[src/rtl/page_rank_pkg.sv]
// Shared types and constants for the page-rank datapath.
// Slots are sized for the widest value/index any stage carries.
package page_rank_pkg;

  typedef enum logic [1:0] {
    IDLE,
    SORT,
    DONE
  } sort_state_t;

  localparam int FRAC_BITS = 16;
  localparam logic [31:0] BASE = 32'h0001_0000;
  localparam logic [31:0] DAMPING = 32'h0000_D99A;

  localparam int SLOT_VW = 32;
  localparam int SLOT_IW = 8;

  typedef struct packed {
    logic [SLOT_VW-1:0] value;
    logic [SLOT_IW-1:0] index;
  } slot_t;

  // b belongs in front of a: larger value, or equal value and lower index
  function automatic logic slot_before(slot_t a, slot_t b);
    return (b.value > a.value) ||
           ((b.value == a.value) && (b.index < a.index));
  endfunction

endpackage

[src/rtl/page_rank_sorter_if.sv]
// Snapshot-in / ranking-out handshake bundle for page_rank_sorter.
// The master side drives snapshots and consumes results.
interface page_rank_sorter_if #(
  parameter int N     = 16,
  parameter int WIDTH = 16,
  parameter int IDXW  = 4
);

  logic                in_valid;
  logic                in_ready;
  logic [N*WIDTH-1:0]  node_vals;
  logic                out_valid;
  logic                out_ready;
  logic [N*WIDTH-1:0]  sorted_vals;
  logic [N*IDXW-1:0]   sorted_idx;
  logic                busy;

  modport master (
    output in_valid,
    output node_vals,
    output out_ready,
    input  in_ready,
    input  out_valid,
    input  sorted_vals,
    input  sorted_idx,
    input  busy
  );

  modport slave (
    input  in_valid,
    input  node_vals,
    input  out_ready,
    output in_ready,
    output out_valid,
    output sorted_vals,
    output sorted_idx,
    output busy
  );

endinterface

[src/rtl/page_rank_cmp_swap.sv]
// One compare-exchange cell: first gets the higher-ranked slot.
// Ties on value go to the lower original index.
module page_rank_cmp_swap
  import page_rank_pkg::*;
(
  input  slot_t a,
  input  slot_t b,
  output slot_t first,
  output slot_t second
);

  logic swap;

  assign swap   = slot_before(a, b);
  assign first  = swap ? b : a;
  assign second = swap ? a : b;

endmodule

[src/rtl/page_rank_sorter.sv]
// Descending odd-even transposition sorter for page-rank values.
// Captures one snapshot, runs N phases, holds the ranking until taken.
module page_rank_sorter
  import page_rank_pkg::*;
#(
  parameter int N     = 16,
  parameter int WIDTH = 16,
  parameter int IDXW  = 4
) (
  input logic              clk,
  input logic              reset,
  page_rank_sorter_if.slave bus
);

  localparam int PW = $clog2(N);

  sort_state_t   state;
  sort_state_t   state_nx;
  logic [PW-1:0] phase;
  logic          last_phase;
  logic          accept;

  slot_t slot_q [N];
  slot_t even_q [N];
  slot_t odd_q  [N];
  slot_t nxt    [N];

  assign last_phase = (phase == PW'(N - 1));
  assign accept     = bus.in_valid && bus.in_ready;

  for (genvar k = 0; k < N / 2; k++) begin : g_even
    page_rank_cmp_swap u_cs (
      .a      (slot_q[2*k]),
      .b      (slot_q[2*k+1]),
      .first  (even_q[2*k]),
      .second (even_q[2*k+1])
    );
  end

  for (genvar k = 0; k < N / 2 - 1; k++) begin : g_odd
    page_rank_cmp_swap u_cs (
      .a      (slot_q[2*k+1]),
      .b      (slot_q[2*k+2]),
      .first  (odd_q[2*k+1]),
      .second (odd_q[2*k+2])
    );
  end

  // the end slots sit out odd phases
  assign odd_q[0]   = slot_q[0];
  assign odd_q[N-1] = slot_q[N-1];

  for (genvar i = 0; i < N; i++) begin : g_mux
    assign nxt[i] = phase[0] ? odd_q[i] : even_q[i];
    assign bus.sorted_vals[i*WIDTH +: WIDTH] =
      slot_q[i].value[WIDTH-1:0];
    assign bus.sorted_idx[i*IDXW +: IDXW] =
      slot_q[i].index[IDXW-1:0];
  end

  always_ff @(posedge clk) begin
    if (reset) begin
      state <= IDLE;
    end else begin
      state <= state_nx;
    end
  end

  always_comb begin
    state_nx = state;
    unique case (state)
      IDLE:    if (accept) state_nx = SORT;
      SORT:    if (last_phase) state_nx = DONE;
      DONE:    if (bus.out_valid && bus.out_ready) state_nx = IDLE;
      default: state_nx = IDLE;
    endcase
  end

  always_comb begin
    bus.in_ready  = 1'b0;
    bus.out_valid = 1'b0;
    bus.busy      = 1'b0;
    unique case (1'b1)
      state == IDLE: bus.in_ready = !reset;
      state == SORT: bus.busy = 1'b1;
      state == DONE: begin
        bus.out_valid = 1'b1;
        bus.busy      = 1'b1;
      end
      default: ;
    endcase
  end

  always_ff @(posedge clk) begin
    if (reset) begin
      phase <= '0;
      for (int i = 0; i < N; i++) begin
        slot_q[i] <= '0;
      end
    end else begin
      unique case (1'b1)
        accept: begin
          phase <= '0;
          for (int i = 0; i < N; i++) begin
            slot_q[i] <= '{
              value: SLOT_VW'(bus.node_vals[i*WIDTH +: WIDTH]),
              index: SLOT_IW'(i)
            };
          end
        end
        state == SORT: begin
          phase <= phase + 1'b1;
          for (int i = 0; i < N; i++) begin
            slot_q[i] <= nxt[i];
          end
        end
        default: ;
      endcase
    end
  end

endmodule

[src/flat_wrapper.sv]
// flat-port wrapper written by rule: the top's interface ports become plain ports
module page_rank_sorter_flat import page_rank_pkg::*;
#(
  parameter int N     = 16,
  parameter int WIDTH = 16,
  parameter int IDXW  = 4
)
  (clk, reset, bus_in_valid, bus_node_vals, bus_out_ready, bus_in_ready, bus_out_valid, bus_sorted_vals, bus_sorted_idx, bus_busy);
  page_rank_sorter_if #(.N(N), .WIDTH(WIDTH), .IDXW(IDXW)) bus_i ();
  input logic clk;
  input logic reset;
  input wire logic [$bits(bus_i.in_valid)-1:0] bus_in_valid;
  input wire logic [$bits(bus_i.node_vals)-1:0] bus_node_vals;
  input wire logic [$bits(bus_i.out_ready)-1:0] bus_out_ready;
  output wire logic [$bits(bus_i.in_ready)-1:0] bus_in_ready;
  output wire logic [$bits(bus_i.out_valid)-1:0] bus_out_valid;
  output wire logic [$bits(bus_i.sorted_vals)-1:0] bus_sorted_vals;
  output wire logic [$bits(bus_i.sorted_idx)-1:0] bus_sorted_idx;
  output wire logic [$bits(bus_i.busy)-1:0] bus_busy;
  assign bus_i.in_valid = bus_in_valid;
  assign bus_i.node_vals = bus_node_vals;
  assign bus_i.out_ready = bus_out_ready;
  assign bus_in_ready = bus_i.in_ready;
  assign bus_out_valid = bus_i.out_valid;
  assign bus_sorted_vals = bus_i.sorted_vals;
  assign bus_sorted_idx = bus_i.sorted_idx;
  assign bus_busy = bus_i.busy;
  page_rank_sorter #(.N(N), .WIDTH(WIDTH), .IDXW(IDXW)) u_core (.clk(clk), .reset(reset), .bus(bus_i));
endmodule
[config.mk]
export PLATFORM = sky130hd
export DESIGN_NAME = page_rank_sorter_flat
export DESIGN_NICKNAME = d
export VERILOG_FILES = /design/src/rtl/page_rank_pkg.sv /design/src/rtl/page_rank_sorter_if.sv /design/src/rtl/page_rank_cmp_swap.sv /design/src/rtl/page_rank_sorter.sv /design/src/flat_wrapper.sv
export SDC_FILE = /design/constraint.sdc
export NUM_CORES = 2
export LEC_CHECK = 0
export CORE_MARGIN = 2
export CORE_UTILIZATION = 50
export CTS_BUF_LIST = sky130_fd_sc_hd__clkbuf_2 sky130_fd_sc_hd__clkbuf_4 sky130_fd_sc_hd__clkbuf_8
export DETAILED_ROUTE_END_ITERATION = 12
export PLACE_DENSITY_LB_ADDON = 0.08
export REMOVE_ABC_BUFFERS = 1
export SETUP_SLACK_MARGIN = 0.15
export SYNTH_ARGS = -nofsm -noshare
export SYNTH_HDL_FRONTEND = slang
export SYNTH_HIERARCHICAL = 1
export SYNTH_SLANG_ARGS = --single-unit
export TNS_END_PERCENT = 100
[constraint.sdc]
create_clock -name clk -period 10.8 [get_ports clk]
set_input_delay 1.62 -clock clk [delete_from_list [all_inputs] [get_ports clk]]
set_output_delay 1.62 -clock clk [all_outputs]
set_load 0.005 [all_outputs]
==> metrics.md <==
| Metric | Value |
|---|---|
| Final max-slew violation count | `0` |
| Adder-Cell Fraction of Synth Area | `0.115` |
| DIE AREA | `131000 sq um` |
| Cell count after synthesis | `5681` |
| Vias after detailed routing | `45400` |
| #FFs+latches synth | `646` |
| Pin count of the biggest net entering global routing | `174` |
| CTS sink count | `646` |
| Syn_area_per_cell | `11.3 sq um` |
| CP Launch Type | `flop` |
| Wire per inst | `25.8 microns` |
| Pre-antenna DRT Iters | `6` |
| Gr ovfl total | `0` |
| Setup Buffers After CTS | `0` |
| Drt total wl | `197000 microns` |
| Primary FF master, synth | `edfxtp_1` |
| TritonCTS clock tree | `yes` |
| Data arrival, critical path | `5.69 ns` |
| Area Overhead vs Synth | `10.1%` |
| Synth cell types | `53` |
| Synth Area in XOR/XNOR | `0.000136` |
| Top-count cell post-synth | `mux2_4` |
| Post-route design area | `70800 sq um` |
| Post-DP Area | `68000 sq um` |
| Cell Int Power | `15.7 mW` |
| Hold buffers post-CTS | `0` |
| Leak | `30.2 nW` |
| Post-synthesis mux area share | `0.290` |
| Peak fanout along the critical path | `43` |
| First-pass GRT wire length | `295000 microns` |
| Met3 GRT Util | `0.0599` |
| Async SR Flop Fraction | `0` |
| CTS-repair resized insts | `0` |
| Die Wd | `363 microns` |
| Pwr Density | `393 nW/um^2` |
| Max-cap viol count | `0` |
| Placed insts | `7372` |
| CP delay by family, top | `simple AND/OR/NAND/NOR gates` |
| CP Data Required Time | `11.39 ns` |
| Buffers & Inverters on Critical Path | `3` |
| Cell mode on critical path | `buf_4` |
| Slew margin rel. | `0.105` |
| CTS H-tree depth | `4` |
| Synth area leaders | `edfxtp_1, mux2_4, ha_1` |
| CP endpoint kind | `flop` |
| Maximum clock rate | `196 MHz` |
| Clock-pin slew on the worst setup and hold paths | `0.05 ns` |
| Setup TNS | `0 ns` |
| Cell Rows | `131` |
| Cell area after synthesis | `64300 sq um` |
| Clock Path Buffers | `3` |
| Period Utilization, post-route | `0.472` |
| Crit-path max cell delay | `0.98 ns` |
| Synthesis Warnings | `6` |
| Hold path depth | `2` |
| RR Startpoint | `u_core/slot_q[1][35]` |
| Worst Skew | `0.0546 ns` |
| Reg2reg path depth | `10` |
| Gr busiest metal | `met2` |
| Fin nets | `6700` |
| Initial Util | `0.504` |
| Clk Latency, worst-skew pair | `0.88 ns` |
| # IOs | `583` |
| Initial antenna violation count | `27` |
| Reg power frac | `0.222` |
| Measured slew at the worst slew-check pin | `1.34 ns` |
| Clk pwr share | `0.098` |
| # setup viols final | `0` |
| Pwr Total | `27.8 mW` |
| Top post-synthesis cells by count | `mux2_4, edfxtp_1, inv_1` |
| Share of layout cells above drive strength 1 | `0.250` |
| Run status | `finished clean` |
| Worst hold path type | `reg -> reg` |
| Number of global-route vias before repair | `45600` |
| Number of synthesized flops with an enable pin | `616` |
| Port bufs | `582` |
| Non-Filler Instances | `7627` |
| CP Cell Sequence | `inv_1, ha_1, nand4_1, nor4_1, nand3_1, o32ai_4, buf_4, buf_4, mux2_2, a221o_1` |
| Post-synthesis simple-gate area fraction | `0.0562` |
| Synth Area in Compound Gates | `0.132` |
| Crit path kind | `reg -> reg` |
| Final Hold Viols | `0` |
| Sw frac | `0.436` |
| Met1 usage | `0.379` |
| Synth top area share | `0.288` |
| Sequential area share after synthesis | `0.297` |
| Num CTS Buffers | `138` |
| RePlAce Congestion | `0.876` |
| RSZ-0062 raised after global routing | `no` |
| DRT iter0 DRCs | `3231` |
| Vias per cell | `5.96` |
| Largest area contributor in the netlist | `edfxtp_1` |
| Root Buffer | `clkbuf_8` |
| DRC | `0` |
| IR drop worst, VDD | `0.000324 V` |
| Hold Crit Start | `u_core/phase[3]` |
| Flop2flop setup slack | `5.70 ns` |
| Post-DP HPWL | `140000 microns` |
| Total core area | `128000 sq um` |
| P_sw | `12.1 mW` |
| Met2 Resource Use GR | `0.477` |
| Final critical-path required period | `5.10 ns` |
| Largest family of logic cells by synthesized area | `multiplexers` |
| Gate power share | `0.680` |
| DRT antenna net count | `0` |
| GRT Total Usage | `0.292` |
| Die Y | `363 microns` |
| Endpoint, Worst Hold | `u_core/phase[3]` |
| R2R Path End | `u_core/slot_q[1][17]` |
| Slowest CP cell | `nor4_1` |
## how the worst max path moves through the flow
| stage | end | cells after the start | slack [ns] | from |
|---|---|---|---|---|
| finish | u_core/slot_q[1][17] | 10 | 5.70 | u_core/slot_q[1][35] |
| global route | u_core/slot_q[1][56] | 9 | 5.49 | u_core/slot_q[1][113] |
| CTS | u_core/slot_q[1][16] | 10 | 5.78 | u_core/slot_q[1][34] |
| detailed placement | u_core/slot_q[1][228] | 6 | 5.21 | reset |
| global placement | u_core/slot_q[1][122] | 6 | 5.26 | reset |
| floorplan | u_core/slot_q[1][280] | 5 | -8.23 | u_core/state[1] |
## kinds of logic after synthesis
group,after synthesis
buffers and inverters,1227
AND/OR/NAND/NOR,734
flip-flops,646
multiplexers,1423
adder cells (fa/ha/maj),590
XOR/XNOR,1
AO/OA/AOI/OAI,1060
## power groups by stage
stage,combinational [mW],clock (mW),sequential [mW]
after floorplan,15.1,0,5.50
after global placement,18.5,0,6.15
after detailed placement,18.7,0,6.17
after CTS,18.9,2.80,6.15
after global routing,20.2,2.91,6.38
final,18.9,2.74,6.18
## flip-flops by register name, indices dropped and copies added (netlist names)
register	flops
u_core/phase	4
u_core/slot_q	640
u_core/state	2
## cell type report
| cell class | count | area [sq um] |
|---|---|---|
| antenna | 14 | 35.0 |
| sequential | 646 | 19100 |
| tap | 1662 | 2080 |
| timing repair buffer | 658 | 6410 |
| fill | 11100 | 56800 |
| inverter | 598 | 2260 |
| multi-input combinational | 3808 | 38200 |
| clock buffer | 208 | 2530 |
| clock inverter | 33 | 183 |
## layout by cell type, fill, tap and decap left out, drive strengths merged, types with 193 or more instances in the layout
master,Yosys,layout
mux2i,222,222
a22o,333,333
clkbuf,67,208
edfxtp,616,616
a211oi,193,193
clkdlybuf4s50,0,581
mux2,1201,1201
inv,598,599
nor2,254,254
a21oi,245,245
ha,590,590
## per-layer routing
metal / vias to the layer above / routed length [microns]
li1: 21300 / -
met3: 306 / 11500
met2: 1289 / 92600
met4: 24 / 7140
met1: 22500 / 85500
met5: - / 154
## worst register-to-register path: stages (launching register included)
cell and delay, ns:
edfxtp_1 0.44, inv_1 0.07, ha_1 0.33, nand4_1 0.26, nor4_1 0.98, nand3_1 0.48
o32ai_4 0.20, buf_4 0.52, buf_4 0.75, mux2_2 0.50, a221o_1 0.32
## metrics by stage
stage	utilization	setup slack, ns	hold WS (ns)
floorplan	-	-8.23	0.464
global placement	0.533	5.26	0.483
detailed placement	0.533	5.21	0.489
CTS	0.555	5.78	0.499
global route	0.555	5.49	0.538
finish	0.555	5.70	0.499
(Power assumes the default switching activity.)
